### config.mk
export PLATFORM = sky130hd
export DESIGN_NAME = realtank_busmtx_input_stage
export DESIGN_NICKNAME = d
export VERILOG_FILES = /design/src/rtl/realtank_busmtx_pkg.sv /design/src/rtl/realtank_busmtx_input_stage.sv
export SDC_FILE = /design/constraint.sdc
export NUM_CORES = 1
export LEC_CHECK = 0
export BUFFER_PORTS_ARGS = -buffer_cell sky130_fd_sc_hd__buf_2
export CAP_MARGIN = 20
export CORE_UTILIZATION = 35
export CTS_CLUSTER_SIZE = 8
export DETAILED_ROUTE_END_ITERATION = 10
export GPL_TIMING_DRIVEN = 0
export PLACE_DENSITY = 0.65
export SYNTH_ARGS = -nofsm -noshare
export SYNTH_HDL_FRONTEND = slang
export SYNTH_SLANG_ARGS = --single-unit
### constraint.sdc
create_clock -name HCLK -period 1.9 [get_ports HCLK]
set_clock_uncertainty 0.15 [all_clocks]
set_input_delay 0.38 -clock HCLK [delete_from_list [all_inputs] [get_ports HCLK]]
set_output_delay 0.38 -clock HCLK [all_outputs]
set_load 0.01 [all_outputs]
### src/rtl/realtank_busmtx_pkg.sv
// Shared definitions for the RealTankSoC bus matrix: AHB encodings,
// decoder address-region constants and input-stage state encoding.
package realtank_busmtx_pkg;

  // HTRANS encodings
  localparam logic [1:0] HTRANS_IDLE   = 2'b00;
  localparam logic [1:0] HTRANS_BUSY   = 2'b01;
  localparam logic [1:0] HTRANS_NONSEQ = 2'b10;
  localparam logic [1:0] HTRANS_SEQ    = 2'b11;

  // HBURST encoding used when a held SEQ beat is re-issued stand-alone
  localparam logic [2:0] HBURST_INCR   = 3'b001;

  // HRESP encodings
  localparam logic [1:0] HRESP_OKAY    = 2'b00;
  localparam logic [1:0] HRESP_ERROR   = 2'b01;

  // Address region decoding: decoders only look at address bits [31:10]
  localparam int unsigned DECODE_ADDR_LSB = 10;
  localparam int unsigned DECODE_ADDR_W   = 22;

  // Input stage state: held address phase and data phase are exclusive
  typedef enum logic [1:0] {
    IS_IDLE   = 2'b00,
    IS_HELD   = 2'b01,
    IS_DPHASE = 2'b10
  } is_state_t;

  // NONSEQ and SEQ are the only transfer types that carry an address phase
  function automatic logic is_active_trans(input logic [1:0] trans);
    return trans[1];
  endfunction

endpackage

### src/rtl/realtank_busmtx_input_stage.sv
// Per-master AHB input stage of the RealTankSoC bus matrix. Holds an
// address phase while the selected output stage is busy and stalls the
// master until the held transfer has been issued.
module realtank_busmtx_input_stage
  import realtank_busmtx_pkg::*;
#(
  parameter int unsigned AUSER_W   = 32,
  parameter int unsigned MASTER_ID = 0
) (
  input  logic               HCLK,
  input  logic               HRESETn,
  input  logic               HSELS,
  input  logic [31:0]        HADDRS,
  input  logic [1:0]         HTRANSS,
  input  logic               HWRITES,
  input  logic [2:0]         HSIZES,
  input  logic [2:0]         HBURSTS,
  input  logic [3:0]         HPROTS,
  input  logic               HMASTLOCKS,
  input  logic [AUSER_W-1:0] HAUSERS,
  input  logic               HREADYS,
  input  logic               active_dec,
  input  logic               readyout_dec,
  input  logic [1:0]         resp_dec,
  output logic               sel_dec,
  output logic [21:0]        decode_addr_dec,
  output logic [31:0]        addr_op,
  output logic [1:0]         trans_dec,
  output logic               write_op,
  output logic [2:0]         size_op,
  output logic [2:0]         burst_op,
  output logic [3:0]         prot_op,
  output logic               mastlock_op,
  output logic [AUSER_W-1:0] auser_op,
  output logic [3:0]         master_op,
  output logic               held_tran_op,
  output logic               HREADYOUTS,
  output logic [1:0]         HRESPS
);

  is_state_t r_state;
  is_state_t w_state_nxt;

  logic [31:0]        r_addr;
  logic [1:0]         r_trans;
  logic               r_write;
  logic [2:0]         r_size;
  logic [2:0]         r_burst;
  logic [3:0]         r_prot;
  logic               r_lock;
  logic [AUSER_W-1:0] r_auser;

  logic w_accept;
  logic w_live_issue;
  logic w_load;
  logic w_held_issue;
  logic w_held_q;
  logic w_dphase_q;

  // A new address phase is presented only while no transfer is being held
  assign w_accept     = HSELS & is_active_trans(HTRANSS) & HREADYS;
  assign w_held_q     = (r_state == IS_HELD);
  assign w_dphase_q   = (r_state == IS_DPHASE);
  assign w_live_issue = w_accept & active_dec & ~w_held_q;
  assign w_load       = w_accept & ~active_dec & ~w_held_q;
  assign w_held_issue = w_held_q & active_dec & readyout_dec;

  // State register: idle / holding an address phase / in a data phase
  always_ff @(posedge HCLK or negedge HRESETn) begin
    if (!HRESETn) begin
      r_state <= IS_IDLE;
    end else begin
      r_state <= w_state_nxt;
    end
  end

  // Next state: issues start a data phase, a blocked accept is held
  always_comb begin
    w_state_nxt = r_state;
    case (r_state)
      IS_IDLE: begin
        if (w_live_issue) begin
          w_state_nxt = IS_DPHASE;
        end else if (w_load) begin
          w_state_nxt = IS_HELD;
        end else begin
          w_state_nxt = IS_IDLE;
        end
      end
      IS_HELD: begin
        if (w_held_issue) begin
          w_state_nxt = IS_DPHASE;
        end else begin
          w_state_nxt = IS_HELD;
        end
      end
      IS_DPHASE: begin
        if (w_live_issue) begin
          w_state_nxt = IS_DPHASE;
        end else if (w_load) begin
          w_state_nxt = IS_HELD;
        end else if (readyout_dec) begin
          w_state_nxt = IS_IDLE;
        end else begin
          w_state_nxt = IS_DPHASE;
        end
      end
      default: begin
        w_state_nxt = IS_IDLE;
      end
    endcase
  end

  // Master-side handshake: stall while holding, pass data-phase ready/resp
  always_comb begin
    held_tran_op = w_held_q;
    HREADYOUTS   = 1'b1;
    HRESPS       = HRESP_OKAY;
    if (w_held_q) begin
      HREADYOUTS = 1'b0;
    end else if (w_dphase_q) begin
      HREADYOUTS = readyout_dec;
    end else begin
      HREADYOUTS = 1'b1;
    end
    if (w_dphase_q) begin
      HRESPS = resp_dec;
    end else begin
      HRESPS = HRESP_OKAY;
    end
  end

  // Holding register: capture the blocked address phase; a SEQ beat becomes
  // a stand-alone INCR NONSEQ since the arbitration gap breaks the burst
  always_ff @(posedge HCLK or negedge HRESETn) begin
    if (!HRESETn) begin
      r_addr  <= 32'h0000_0000;
      r_trans <= HTRANS_IDLE;
      r_write <= 1'b0;
      r_size  <= 3'b000;
      r_burst <= 3'b000;
      r_prot  <= 4'b0000;
      r_lock  <= 1'b0;
      r_auser <= {AUSER_W{1'b0}};
    end else if (w_load) begin
      r_addr  <= HADDRS;
      r_write <= HWRITES;
      r_size  <= HSIZES;
      r_prot  <= HPROTS;
      r_lock  <= HMASTLOCKS;
      r_auser <= HAUSERS;
      if (HTRANSS == HTRANS_SEQ) begin
        r_trans <= HTRANS_NONSEQ;
        r_burst <= HBURST_INCR;
      end else begin
        r_trans <= HTRANSS;
        r_burst <= HBURSTS;
      end
    end
  end

  // Address/control mux towards decoder and output stages
  always_comb begin
    master_op = 4'(MASTER_ID);
    if (w_held_q) begin
      sel_dec     = 1'b1;
      addr_op     = r_addr;
      trans_dec   = r_trans;
      write_op    = r_write;
      size_op     = r_size;
      burst_op    = r_burst;
      prot_op     = r_prot;
      mastlock_op = r_lock;
      auser_op    = r_auser;
    end else begin
      sel_dec     = HSELS;
      addr_op     = HADDRS;
      trans_dec   = HSELS ? HTRANSS : HTRANS_IDLE;
      write_op    = HWRITES;
      size_op     = HSIZES;
      burst_op    = HBURSTS;
      prot_op     = HPROTS;
      mastlock_op = HMASTLOCKS;
      auser_op    = HAUSERS;
    end
  end

  assign decode_addr_dec = addr_op[31:DECODE_ADDR_LSB];

endmodule

# Word level (Yosys, flattened, before mapping)
# Cells that the tools add are included.
[totals]
word_cells = 45
register_bits = 80
output_inout_bits = 109
inputBits = 86
[op_classes]
n_reduce_logical = 1
bitwise = 10
n_eq_ne = 3
mux = 22
[ops]
columns = ["cell", "count"]
rows = [
  ["$mux W32", 2],
  ["$mux W2", 9],
  ["$mux W3", 3],
  ["$and A1 B1 Y1", 8],
  ["$mux W1", 6],
  ["$pmux W2 S3", 1],
  ["$eq A2 B2 Y1 const B", 2],
  ["$mux W4", 1],
  ["$eq A2 B1 Y1 const B", 1],
  ["$logic_not A2 Y1", 1],
  ["$not A1 Y1", 2],
]

# Logic depth before layout (Yosys ltp)
# Gate-level depths: netlist of the first run.
[logic_depth]
ltp_word = 7
mapped_depth = 6
mapped_depth_nobuf = 3

# Worst setup path after synthesis of the first run
# Ideal clock, no wire load.
[synth_path]
path_type = "register to output"
startpoint = "register r_state[0]"
endpoint = "output decode_addr_dec[0]"
path_stages_with_launch = 7
t_arrival_ns = 1.562
n_path_buf = 4
t_required_ns = 1.370
setup_slack_ns = -0.192
cell_sequence = "dfrtp_1 > nor2b_1 > buf_2 > buf_2 > buf_2 > mux2_2 > buf_4"
[synth_via]
elab_chain_len = 2
[synth_lines]
columns = ["element", "line_no", "rtl"]
rows = [
  ["from (decl)", "realtank_busmtx_input_stage.sv:41", "is_state_t r_state;"],
  ["from (signal assigned)", "realtank_busmtx_input_stage.sv:73", "r_state <= w_state_nxt;"],
  ["$eq A2 B1 Y1", "realtank_busmtx_input_stage.sv:62", "assign w_held_q = (r_state == IS_HELD);"],
  ["$mux W32", "realtank_busmtx_input_stage.sv:165", "if (w_held_q) begin"],
  ["to (decl)", "realtank_busmtx_input_stage.sv:26", "output logic [21:0] decode_addr_dec,"],
]
# Every way passes these cells.

# Worst setup path after layout of the first run
[layout_path]
startpoint = "register r_state[1]"
endpoint = "output decode_addr_dec[4]"
# Same word-level chain as after synthesis.

==> flow_summary.yaml, run 1 <==
outcome:
  outcome: "complete, but fails checks"
  violations: "DRC, setup timing"
grt:
  grt_overflow: 0
  grt_pass1_wl_um: 16500
  antenna_found_initial: 0
  grt_max_degree: 43
  grt_pass1_vias: 3322
  track_usage_pct: 17.1
placed_design:
  port_buffers: 190
  post-place-ws_ns: -0.304
  dp.cells: 643
  placedInstanceArea_um2: 5370
  place.gp.congestion: 0.754
  hpwl_um: 6830
synthesis:
  synthSimpleGateAreaFrac_pct: 2.64
  synth_ff_type: "dfrtp_1"
  synthMuxAreaShare_pct: 41.2
  yosys-top-cells-area: "dfrtp_1 48%, mux2_2 36%, buf_4 4.9%, mux2_1 4.3%, buf_2 1.8%"
  yosys_warnings: 0
  async_flop_share_pct: 100
  syn_inst: 306
  ys_types: 19
  synth_top_family_by_area: "multiplexers"
  synth_most_common_cell: "mux2_2"
  yosysSeqAreaShare_pct: 48.0
  netlist_area_um2: 4170
  synth_commonest_cells: "134 x mux2_2, 80 x dfrtp_1, 27 x buf_4, 16 x mux2_1, 15 x buf_2"
  synth-seq-cells: 80
  syn_area_per_cell_um2: 13.6
  yosysTopAreaCell: "dfrtp_1"
  synth-edff-count: 0
  yosysTopAreaCellShare_pct: 48.0
  synth_compound_area_share_pct: 0.659
  synth_xor_area_share_pct: 0
  yosys.area_share.adder_pct: 0
floorplanning:
  rows: 39
  io_pins: 195
  die-area_um2: 12400
  initial_core_util_pct: 36.2
  die_w_um: 111
  fp.coreArea_um2: 11500
  die_h_um: 111
clock_tree:
  cts_root_buf: "clkbuf_16"
  clk_latency_ns: 0.34
  clock_tree.buffer_depth: 2
  numCtsBuffers: 9
  cts_tree: "yes"
  clk_pin_slew_ns: 0.06
  clock_sink_count: 80
  ctsHtreeMaxLevel: 3
cells_and_area:
  antenna-diode-count: 0
  stdcell_count: 691
  fill_cells: 943
  layout-drive-gt1-share_pct: 77.7
  fin_nets: 632
  finalInstanceArea_um2: 6740
  utilization_pct: 58.5
  syn_to_final_growth_pct: 61.4
drt:
  dr.pass1.iters: 7
  via_count: 3236
  vias_per_cell: 4.68
  drt_iter0_drc: 63
  ant_nets: 0
  drt-wirelength-per-cell_um: 15.2
  wl_um: 10500
  drcViolationCount: 26
timing:
  rsz0062_at_grt: "yes"
  fin_setup_tns_ns: -50.22
  tightest_slew_ns: 0.525
  hold_ws_ns: 0.126
  max_freq_mhz: 424
  final-setup-viol-count: 180
  hold_violations: 0
  slew_headroom_pct: 65.0
  drv_slew: 0
  finalCritPeriodShare_pct: 124
  layout_min_cycle_time_ns: 2.36
  fin_ws_ns: -0.460
job:
  drv_cap: 0
power:
  ir_worst_vdd_uv: 693
  power_density_nw_per_um2: 868
  cellLeakagePower_nw: 3.27
  power.total_mw: 5.85
setup_path:
  cp.required_ns: 1.37
  worst_setup_path_end_kind: "output pin"
  crit_arrival_ns: 1.83
  worstPathMaxFanout: 6
  crit_type: "reg -> out"
  cp-start-kind: "register"
min_path:
  min_path_type: "in -> reg"
## cell families (layout without fill, tap and decap cells)
kind of cell / count (synthesis) / in the layout
AO/OA/AOI/OAI: 5 / 5
flip-flops: 80 / 80
other: 1 / 4
multiplexers: 153 / 153
AND/OR/NAND/NOR: 20 / 20
buffers and inverters: 47 / 286
## worst max-delay path, stage by stage (launching register included)
cell	delay [ns]
dfrtp_1	0.40
nor2b_4	0.17
buf_12	0.14
buf_12	0.11
buf_8	0.12
mux2_4	0.32
buf_6	0.12
buf_6	0.11
## state kept, by name, summed over array words and instances (netlist names)
register and flops:
r_addr 32, r_auser 32, r_prot 4, r_burst 3, r_size 3, r_state 2, r_trans 2, r_lock 1
r_write 1
## placed cells by master (no fill, tap or decap), drive strengths merged, types with 2 or more instances in the layout
| cell type | count |
|---|---|
| buf | 261 |
| or2 | 2 |
| mux2i | 3 |
| clkbuf | 13 |
| dfrtp | 80 |
| nand3 | 2 |
| inv | 3 |
| bufbuf | 7 |
| mux2 | 150 |
| nor2b | 3 |
| nand2 | 9 |
| conb | 4 |
| and3 | 2 |
| o21ai | 3 |
## metal layers
| layer | GRT usage (%) | part of all wire [%] |
|---|---|---|
| met3 | 5.90 | 7.4 |
| met1 | 20.5 | 41 |
| met4 | 4.86 | 0.98 |
| met2 | 28.9 | 51 |
| met5 | 0 | 0 |
## where the power goes
part | internal (mW) | switching (mW) | leakage (nW)
clock | 0.932 | 0.637 | 0.130
sequential | 2.14 | 0.209 | 0.963
combinational | 1.22 | 0.711 | 2.17
## repair_timing
item / in CTS / in global routing
resized for setup: 100 / 32
setup endpoints to repair: 179 / 181
hold buffers: 1 / 0
setup buffers: 21 / 6
gates cloned: 8 / 1
pin swaps: 3 / 1
endpoints found under the hold margin: 38 / 0
## path summary, 6_finish.rpt
| path | slack [ns] | startpoint | to | depth (start not counted) |
|---|---|---|---|---|
| max | -0.46 | r_state[1] | decode_addr_dec[4] | 7 |
| min | 0.13 | HAUSERS[30] | r_auser[30] | 2 |
| max reg2reg | -0.27 | r_state[0] | r_write | 8 |
| min in group asynchronous | 0.42 | HRESETn | r_auser[20] | 2 |
| min reg2reg | 0.33 | r_auser[30] | r_auser[30] | 1 |
| max in group asynchronous | 0.60 | HRESETn | r_addr[28] | 3 |
## final cells by class
cell class	count	area (µm²)	area share, %
clock inverter	1	5.00	0.0743
clock buffer	12	256	3.81
buffer	43	498	7.39
inverter	3	11.3	0.167
tap	143	179	2.66
multi-input combinational	182	2000	29.8
timing repair buffer	227	1780	26.4
sequential	80	2000	29.7
Note: power is estimated with default switching activity, not from simulation.
==> run 2, diff against run 1 <==
--- a/config.mk
+++ b/config.mk
@@ -8,4 +8,5 @@
 export BUFFER_PORTS_ARGS = -buffer_cell sky130_fd_sc_hd__buf_2
 export CAP_MARGIN = 20
+export CORE_MARGIN = 2
 export CORE_UTILIZATION = 35
 export CTS_CLUSTER_SIZE = 8
==> constraint.sdc (replaced) <==
create_clock -name HCLK -period 1.9 [get_ports HCLK]
set_clock_uncertainty 0.15 [all_clocks]
set_input_delay 0.19 -clock HCLK [delete_from_list [all_inputs] [get_ports HCLK]]
set_output_delay 0.19 -clock HCLK [all_outputs]
set_load 0.01 [all_outputs]
==> run 2 against run 1 <==
The run still ends with DRC, setup timing left; flip-flop and latch count unchanged; cell count is 11% higher; hold slack worse by 0.070 ns; clock power up 9%; count of clock-buffer cells in the layout fell by 1; fmax up 8.7%; worst setup slack improved by 0.19 ns; critical path depth shrank 1; critical path type unchanged; largest power group unchanged.
==> flow_summary.yaml, run 2 (synthesized netlist as in run 1, its figures left out) <==
job:
  drv_cap: 0
floorplanning:
  die-area_um2: 12800
  die_h_um: 113
  die_w_um: 113
  io_pins: 195
  fp.coreArea_um2: 11500
  rows: 39
  initial_core_util_pct: 36.2
setup_path:
  worstPathMaxFanout: 7
  crit_arrival_ns: 1.83
  worst_setup_path_end_kind: "output pin"
  reg2regPathDepth: 8
  reg2reg_from: "r_state[0]"
  cp.required_ns: 1.56
  cp-start-kind: "register"
  r2r-end: "r_addr[7]"
  crit_start: "r_state[1]"
  crit_end: "decode_addr_dec[10]"
  regToRegSetupSlack_ns: -0.20
  crit_type: "reg -> out"
grt:
  antenna_found_initial: 0
  grt_pass1_vias: 3798
  grt_pass1_wl_um: 18400
  track_usage_pct: 18.0
  grt_overflow: 0
  grt_max_degree: 45
power:
  ir_worst_vdd_uv: 455
  switching_share_pct: 26.7
  combPwrFrac_pct: 36.4
  intPower_mw: 4.71
  p_seq_share_pct: 36.9
  power.total_mw: 6.43
  clock_power_share_pct: 26.6
  power_density_nw_per_um2: 827
  cellLeakagePower_nw: 3.77
  power_switching_mw: 1.72
cells_and_area:
  stdcell_count: 767
  fin_nets: 706
  mostFrequentLayoutCells: "145 x buf_2, 89 x mux2_4, 80 x dfrtp_1, 78 x dlygate4sd3_1, 73 x buf_6"
  syn_to_final_growth_pct: 86.2
  utilization_pct: 67.5
  layout-drive-gt1-share_pct: 70.0
  finalInstanceArea_um2: 7770
  reg_top3: "r_addr: 32 flops, r_auser: 32 flops, r_prot: 4 flops"
  final_common_cell: "buf_2"
  antenna-diode-count: 0
timing:
  layout_min_cycle_time_ns: 2.17
  max_freq_mhz: 461
  hold_ws_ns: 0.0561
  final-setup-viol-count: 177
  rsz0062_at_grt: "yes"
  slew_headroom_pct: 61.0
  drv_slew: 0
  fin_setup_tns_ns: -26.12
  tightest_slew_ns: 0.585
  finalCritPeriodShare_pct: 114
  fin_ws_ns: -0.271
  hold_violations: 0
placed_design:
  placedInstanceArea_um2: 5340
  post-place-ws_ns: -0.350
  place.gp.congestion: 0.717
  port_buffers: 190
  dp.cells: 643
  hpwl_um: 7210
clock_tree:
  clk_pin_slew_ns: 0.06
  numCtsBuffers: 9
  clock_sink_count: 80
  ctsHtreeMaxLevel: 3
  cts_tree: "yes"
  clk_latency_ns: 0.33
  clock_tree.buffer_depth: 2
  cts_root_buf: "clkbuf_16"
drt:
  wl_met3_um: 642
  via_count: 3591
  met2_length_um: 6800
  dr.pass1.iters: 7
  wl_met1_um: 5230
  wl_um: 13000
  highest_layer: "met4"
  drt-wirelength-per-cell_um: 16.9
  drcViolationCount: 14
  ant_nets: 0
  drt_iter0_drc: 104
  vias_per_cell: 4.68
outcome:
  outcome: "complete, but fails checks"
  violations: "DRC, setup timing"
min_path:
  min_path_type: "in -> reg"
-- run 2: worst min-delay path by stage --
stage          slack, ns   startpoint          end  depth (start not counted)
2_1_floorplan      -0.26      HRESETn    r_addr[0]                          0
3_3_place_gp        0.27  HAUSERS[19]  r_auser[19]                          2
3_5_place_dp        0.09      HRESETn  r_auser[29]                          1
4_1_cts             0.03   HBURSTS[0]   r_burst[0]                          3
5_1_grt             0.06   HBURSTS[0]   r_burst[0]                          3
6_report            0.06   HBURSTS[0]   r_burst[0]                          3
-- run 2: cell type report --
class,instances,area [µm²]
plain buffers,40,487
clock buffers,11,243
clock inverters,4,45.0
fillers,789,3740
inverters,3,11.3
multi-input cells,182,2230
flip-flops and latches,80,2000
well taps,143,179
repair buffers,304,2580
-- run 2: power groups by stage --
stage | logic, mW | registers [mW] | clock network, mW
4_1_cts | 1.93 | 2.34 | 1.76
6_report | 2.34 | 2.37 | 1.71
5_1_grt | 2.49 | 2.43 | 1.83
2_1_floorplan | 0.999 | 2.29 | 0
3_3_place_gp | 1.44 | 2.33 | 0
3_5_place_dp | 1.48 | 2.36 | 0
-- run 2: routing by layer --
| metal | GRT usage, % | up-vias |
|---|---|---|
| li1 | - | 1680 |
| met1 | 21.5 | 1768 |
| met2 | 32.1 | 122 |
| met3 | 3.48 | 21 |
| met4 | 6.59 | 0 |
| met5 | 0 | - |
-- run 2: timing repair --
action	CTS	global route
gates cloned	6	4
endpoints found under the setup margin	179	178
buffers inserted	16	9
hold endpoints to repair	120	0
pin swaps	1	3
gates resized for setup	103	127
hold buffers	78	0
-- run 2: worst max-delay path, cell delays in order (launching register included) --
cell	delay (ns)
dfrtp_1	0.41
nor2b_4	0.19
buf_12	0.17
clkbuf_16	0.16
mux2_4	0.33
buf_6	0.13
buf_6	0.11
